<file path="config.mk">
export PLATFORM = sky130hd
export DESIGN_NAME = run_detector
export DESIGN_NICKNAME = d
export VERILOG_FILES = /design/src/rtl/rundet_pkg.sv /design/src/rtl/run_detector_sat_counter.sv /design/src/rtl/run_detector.sv
export SDC_FILE = /design/constraint.sdc
export NUM_CORES = 1
export LEC_CHECK = 0
export ABC_AREA = 1
export CELL_PAD_IN_SITES_DETAIL_PLACEMENT = 1
export CELL_PAD_IN_SITES_GLOBAL_PLACEMENT = 2
export CORE_ASPECT_RATIO = 1.75
export CORE_MARGIN = 10
export CORE_UTILIZATION = 25
export CTS_BUF_LIST = sky130_fd_sc_hd__clkbuf_2
export DETAILED_ROUTE_END_ITERATION = 12
export HOLD_SLACK_MARGIN = 0.03
export PLACE_DENSITY_LB_ADDON = 0.12
export SYNTH_ARGS = -nofsm -noshare
export SYNTH_HDL_FRONTEND = slang
export SYNTH_SLANG_ARGS = --single-unit
</file>
<file path="constraint.sdc">
create_clock -name clk -period 2.7 [get_ports clk]
set_input_delay 0.405 -clock clk [delete_from_list [all_inputs] [get_ports clk]]
set_output_delay 0.405 -clock clk [all_outputs]
set_load 0.01 [all_outputs]
</file>
<file path="src/rtl/rundet_pkg.sv">
// Shared definitions for the run-length detector: state encoding, polarity
// modes and the hit counter width.
// Latency: n/a (definitions only).  Backpressure: n/a.
package rundet_pkg;

  // Encoding 3 is deliberately left unnamed; the FSM treats it as illegal.
  typedef enum logic [1:0] {
    IDLE = 2'd0,
    RUN  = 2'd1,
    HIT  = 2'd2
  } state_e;

  localparam int MATCH_ANY   = 0;
  localparam int MATCH_ONES  = 1;
  localparam int MATCH_ZEROS = 2;

  localparam int HIT_CNT_W = 16;

  // True when a run of value run_bit may raise the detection flag.
  function automatic logic polarity_ok(input int match, input logic run_bit);
    case (match)
      MATCH_ONES:  return run_bit;
      MATCH_ZEROS: return !run_bit;
      default:     return 1'b1;
    endcase
  endfunction

endpackage

</file>
<file path="src/rtl/run_detector_sat_counter.sv">
// Saturating up-counter with synchronous clear and load-to-one.
// Latency: count updates on the edge after en/load1/clr.  Backpressure: none;
// en=0 holds the count.
//
// Ports:
//   clk, reset  clock, synchronous active-high reset (count -> 0)
//   clr         synchronous clear to 0 (highest priority after reset)
//   en          advance enable
//   load1       with en: load 1 instead of incrementing
//   cnt         registered count, never exceeds LIMIT
module sat_counter
  import rundet_pkg::*;
#(
  parameter int W     = 8,
  parameter int LIMIT = 255
) (
  input  logic         clk,
  input  logic         reset,
  input  logic         clr,
  input  logic         en,
  input  logic         load1,
  output logic [W-1:0] cnt
);

  if (LIMIT < 1 || W < 1 || W > 31 || LIMIT > (2**W - 1)) begin : g_bad_limit
    $error("sat_counter: LIMIT must be in 1..2**W-1");
  end

  localparam logic [W-1:0] LIM = W'(LIMIT);

  logic [W-1:0] cnt_q;
  logic [W-1:0] cnt_d;

  always_comb begin
    cnt_d = cnt_q;
    if (clr) begin
      cnt_d = '0;
    end else if (en) begin
      if (load1) begin
        cnt_d = W'(1);
      end else if (cnt_q < LIM) begin
        cnt_d = cnt_q + W'(1);
      end
    end
  end

  always_ff @(posedge clk) begin
    if (reset) begin
      cnt_q <= '0;
    end else begin
      cnt_q <= cnt_d;
    end
  end

  assign cnt = cnt_q;

endmodule

</file>
<file path="src/rtl/run_detector.sv">
// Run-length detector: flags when the qualified serial input has held one
// value for at least RUN_LEN valid samples.
// Latency: all outputs registered, one edge after the qualifying sample.
// Backpressure: none; in_valid=0 freezes every register.
//
// Ports:
//   clk, reset  clock, synchronous active-high reset
//   in_valid    sample qualifier; in is consumed only when high
//   in          serial input bit
//   out         detection flag (state HIT and polarity qualifies)
//   run_bit     value of the current run
//   run_cnt     length of current run, saturating at RUN_LEN
//   state       FSM state (IDLE=0, RUN=1, HIT=2)
//   hit_cnt     qualifying RUN->HIT transitions, saturating; present only
//               when RUNDET_HIT_CNT_EN is defined
module run_detector
  import rundet_pkg::*;
#(
  parameter int RUN_LEN = 4,
  parameter int CNT_W   = 8,
  parameter int MATCH   = 0
) (
  input  logic                 clk,
  input  logic                 reset,
  input  logic                 in_valid,
  input  logic                 in,
  output logic                 out,
  output logic                 run_bit,
  output logic [CNT_W-1:0]     run_cnt,
  output logic [1:0]           state
`ifdef RUNDET_HIT_CNT_EN
  ,
  output logic [HIT_CNT_W-1:0] hit_cnt
`endif
);

  if (RUN_LEN < 2 || RUN_LEN > 255) begin : g_bad_run_len
    $error("run_detector: RUN_LEN must be in 2..255");
  end
  if (CNT_W < 1 || CNT_W > 30 || (2**CNT_W) <= RUN_LEN) begin : g_bad_cnt_w
    $error("run_detector: CNT_W too narrow for RUN_LEN");
  end
  if (MATCH != MATCH_ANY && MATCH != MATCH_ONES && MATCH != MATCH_ZEROS) begin : g_bad_match
    $error("run_detector: MATCH must be 0, 1 or 2");
  end

  // Count value one below the target: an identical sample arriving here
  // completes the run.
  localparam logic [CNT_W-1:0] LAST_BEFORE_HIT = CNT_W'(RUN_LEN - 1);

  state_e           state_q, state_d;
  logic             run_bit_q, run_bit_d;
  logic             out_q, out_d;
  logic             cnt_en, cnt_load, cnt_clr;
  logic [CNT_W-1:0] run_cnt_q;

  always_comb begin
    state_d   = state_q;
    run_bit_d = run_bit_q;
    cnt_en    = 1'b0;
    cnt_load  = 1'b0;
    cnt_clr   = 1'b0;
    case (state_q)
      IDLE: begin
        if (in_valid) begin
          state_d   = RUN;
          run_bit_d = in;
          cnt_en    = 1'b1;
          cnt_load  = 1'b1;
        end
      end
      RUN, HIT: begin
        if (in_valid) begin
          cnt_en = 1'b1;
          if (in != run_bit_q) begin
            state_d   = RUN;
            run_bit_d = in;
            cnt_load  = 1'b1;
          end else if (run_cnt_q >= LAST_BEFORE_HIT) begin
            // Covers both reaching the target and staying saturated in HIT.
            state_d = HIT;
          end else begin
            state_d = RUN;
          end
        end
      end
      default: begin
        // Illegal encoding: drop whatever run was in progress.
        state_d   = IDLE;
        run_bit_d = 1'b0;
        cnt_clr   = 1'b1;
      end
    endcase
    out_d = (state_d == HIT) && polarity_ok(MATCH, run_bit_d);
  end

  always_ff @(posedge clk) begin
    if (reset) begin
      state_q   <= IDLE;
      run_bit_q <= 1'b0;
      out_q     <= 1'b0;
    end else begin
      state_q   <= state_d;
      run_bit_q <= run_bit_d;
      out_q     <= out_d;
    end
  end

  sat_counter #(
    .W     (CNT_W),
    .LIMIT (RUN_LEN)
  ) u_run_cnt (
    .clk   (clk),
    .reset (reset),
    .clr   (cnt_clr),
    .en    (cnt_en),
    .load1 (cnt_load),
    .cnt   (run_cnt_q)
  );

`ifdef RUNDET_HIT_CNT_EN
  // Only entries into HIT that actually raise out are counted; a run of the
  // non-matching value reaching HIT is ignored.
  logic hit_inc;
  assign hit_inc = (state_q == RUN) && (state_d == HIT) && out_d;

  sat_counter #(
    .W     (HIT_CNT_W),
    .LIMIT ((2**HIT_CNT_W) - 1)
  ) u_hit_cnt (
    .clk   (clk),
    .reset (reset),
    .clr   (1'b0),
    .en    (hit_inc),
    .load1 (1'b0),
    .cnt   (hit_cnt)
  );
`endif

  assign out     = out_q;
  assign run_bit = run_bit_q;
  assign run_cnt = run_cnt_q;
  assign state   = state_q;

endmodule

</file>
==> results.md <==
- Starting density of the core: 0.255
- Number of diodes: 0
- Most common cell after layout, fill and taps aside: nand2_1
- Internal: 258 uW
- Filler instances: 327
- Area of the multi-input gates: 320 um2
- Cell taking the most area after synthesis: dfxtp_1
- Dpl hpwl: 1.40 mm
- Total Nets Final: 118
- CP top delay family: buffers and inverters
- Peak VDD IR: 190 uV
- Register share of total power: 0.506
- Vias in the first global route: 663
- Pwr Density: 457 nW/um2
- Logic gate share of total power: 0.248
- Setup repair bufs after CTS: 0
- Per-cell routed wire length: 12.2 um
- Met2 wire len: 924 um
- GRT overflow: 0
- Layout area overhead: 32.1%
- Register area share after synthesis: 0.382
- Cell Area, Placed: 811 um2
- Worst slew margin: 0.852
- Ratio of cells with drive above 1 in the final layout: 0.127
- Post-CTS Hold Fix Bufs: 0
- Pin count of the biggest net entering global routing: 9
- DRC viols: 0
- Top layer reached by signal wires: met4
- Fin crit period: 1.64 ns
- Core Box Area: 2460 um2
- Outcome: complete, no violations
- Skew-Pair Late Insertion Delay: 0.26 ns
- Slew Limit Fails: 0
- Mapped Area: 628 um2
- Clock transition at the registers of the reported paths: 0.12 ns
- Clock root buffer: clkbuf_2
- DP Cell Count: 132
- Die Width: 57.9 um
- Flip-flop and latch count after synthesis: 12
- Crit path max-delay cell type: clkdlybuf4s50_1
- Highest-count cells in the layout ignoring fill and taps: nand2_1 (19), inv_1 (17), nor2_1 (15), clkdlybuf4s50_1 (15), dfxtp_1 (12)
- Routed via count: 608
- Worst setup margin: 1.06 ns
- Top area cells in the synthesized netlist: dfxtp_1 (38%), nand2_1 (11%), inv_1 (10%), nor2_1 (9.0%), ha_1 (6.0%)
- Clk buf depth: 2
- CTS tree: done
- Crit Path Category: flip-flop to primary output
- Wire length on met3: 123 um
- Clock Skews: 0.00218 ns
- Inserted Clock Buffers: 3
- Yosys top cell area share: 0.382
- Reg2Reg Launch Point: state[0]
- Max-cap viol count: 0
- Critical path required time: 2.30 ns
- Gpl congestion: 0.809
- Worst EP arrival: 1.23 ns
- Leakage: 0.000395 uW
- Synth unique cells: 17
- Syn Nets: 98
- CP endpoint kind: primary output
- M1 WL: 588 um
- Vias per Instance: 4.47
- Synthesis warning total: 0
- Clk pwr share: 0.245
- Drt initial violations: 9
- CTS resizes: 0
- Worst-Margin Slew: 0.221 ns
- RSZ-0062 raised after global routing: no
- Die Height: 86.3 um
- GR Util All Layers: 0.0721
- Startpoint Class: flip-flop
- Slowest stage delay, CP: 0.56 ns
- Top Ports: 16
- Avg Synthesized Cell Area: 6.90 um2
- Crit-path max FO: 4
- Global-route wire length before repair: 2.91 mm
- Number of port buffers: 15
- Htree depth: 1
- CP Launch Point: state[1]
- Endpoints failing hold: 0
- Post-Synthesis Cells: 91
- Row cnt: 24
- Worst Hold Class: flip-flop to flip-flop
- Min-delay src: u_run_cnt.cnt[4]
- Register area: 240 um2
- Post-Layout Cell Count: 136
- Design area: 830 um2
- Sw frac: 0.319
- Worst-path cell chain: clkdlybuf4s50_1
- Worst hold margin: 0.495 ns
- Detailed-route wire length: 1.66 mm
- Initial antenna violation count: 0
- Total negative slack: 0 ns
- Fmax achieved: 611 MHz
- DP Worst Slack: 1.02 ns
- DIE AREA: 5000 um2
- TritonCTS Sinks: 12
- Sum of buffers and inverters on the critical path: 1
- Switching Power: 121 uW
- Setup Viol. Count Final: 0
- Crit share post-route: 0.606
- DR pass1 iterations: 3
- Remaining antenna violation count: 0
## power groups by stage
stage / sequential, uW / clock (uW) / combinational [uW]
after CTS: 192 / 98.7 / 97.3
final: 192 / 93.1 / 94.2
after global placement: 196 / 0 / 97.4
after floorplan: 199 / 0 / 55.7
after global routing: 194 / 102 / 108
after detailed placement: 196 / 0 / 96.2
## final timing paths
check	slack (ns)	depth (start not counted)	endpoint
max reg2reg	1.23	9	u_run_cnt.cnt[1]
max	1.06	1	state[1]
min reg2reg	0.50	2	u_run_cnt.cnt[4]
min	0.50	2	u_run_cnt.cnt[4]
## logic make-up (layout without fill, tap and decap cells)
kind of cell / after synthesis / in the layout / synth area share
and+or+nand+nor: 54 / 54 / 0.408
DFF: 12 / 12 / 0.382
adders and majority gates: 3 / 3 / 0.0598
AOI/OAI and AO/OA: 4 / 4 / 0.0418
buffers and inverters: 18 / 37 / 0.108
## sequential cells by signal, summed over array words and instances, names as in the netlist
signal         flops
u_run_cnt.cnt      8
state              2
out                1
run_bit            1
## cells in the mapped netlist
library cell / number
a211oi_1: 1
a21oi_1: 1
a21oi_2: 1
dfxtp_1: 12
ha_1: 3
inv_1: 17
inv_2: 1
nand2_1: 19
nand2_2: 3
nand2_4: 1
nand3_1: 6
nand4_2: 1
nor2_1: 15
nor2_2: 3
nor3_1: 5
nor3b_2: 1
o21ai_0: 1
## layer usage
metal | GRT usage | vias to the layer above
met1 | 0.0629 | 280
met2 | 0.133 | 8
met4 | 0.0386 | 0
met3 | 0.0293 | 2
li1 | - | 318
met5 | 0 | -
## per-stage QoR
step | total power, uW | utilization
3_3_place_gp | 293 | 0.329
6_report | 379 | 0.337
5_1_grt | 404 | 0.337
3_5_place_dp | 293 | 0.329
4_1_cts | 388 | 0.337
2_1_floorplan | 255 | -
## layout make-up
class                   count  area share
well taps                  26      0.0392
flip-flops and latches     12       0.290
inverters                  18      0.0814
clock buffers               3      0.0181
multi-input cells          61       0.386
repair buffers             15       0.181
clock inverters             1     0.00452
(Power assumes the default switching activity.)
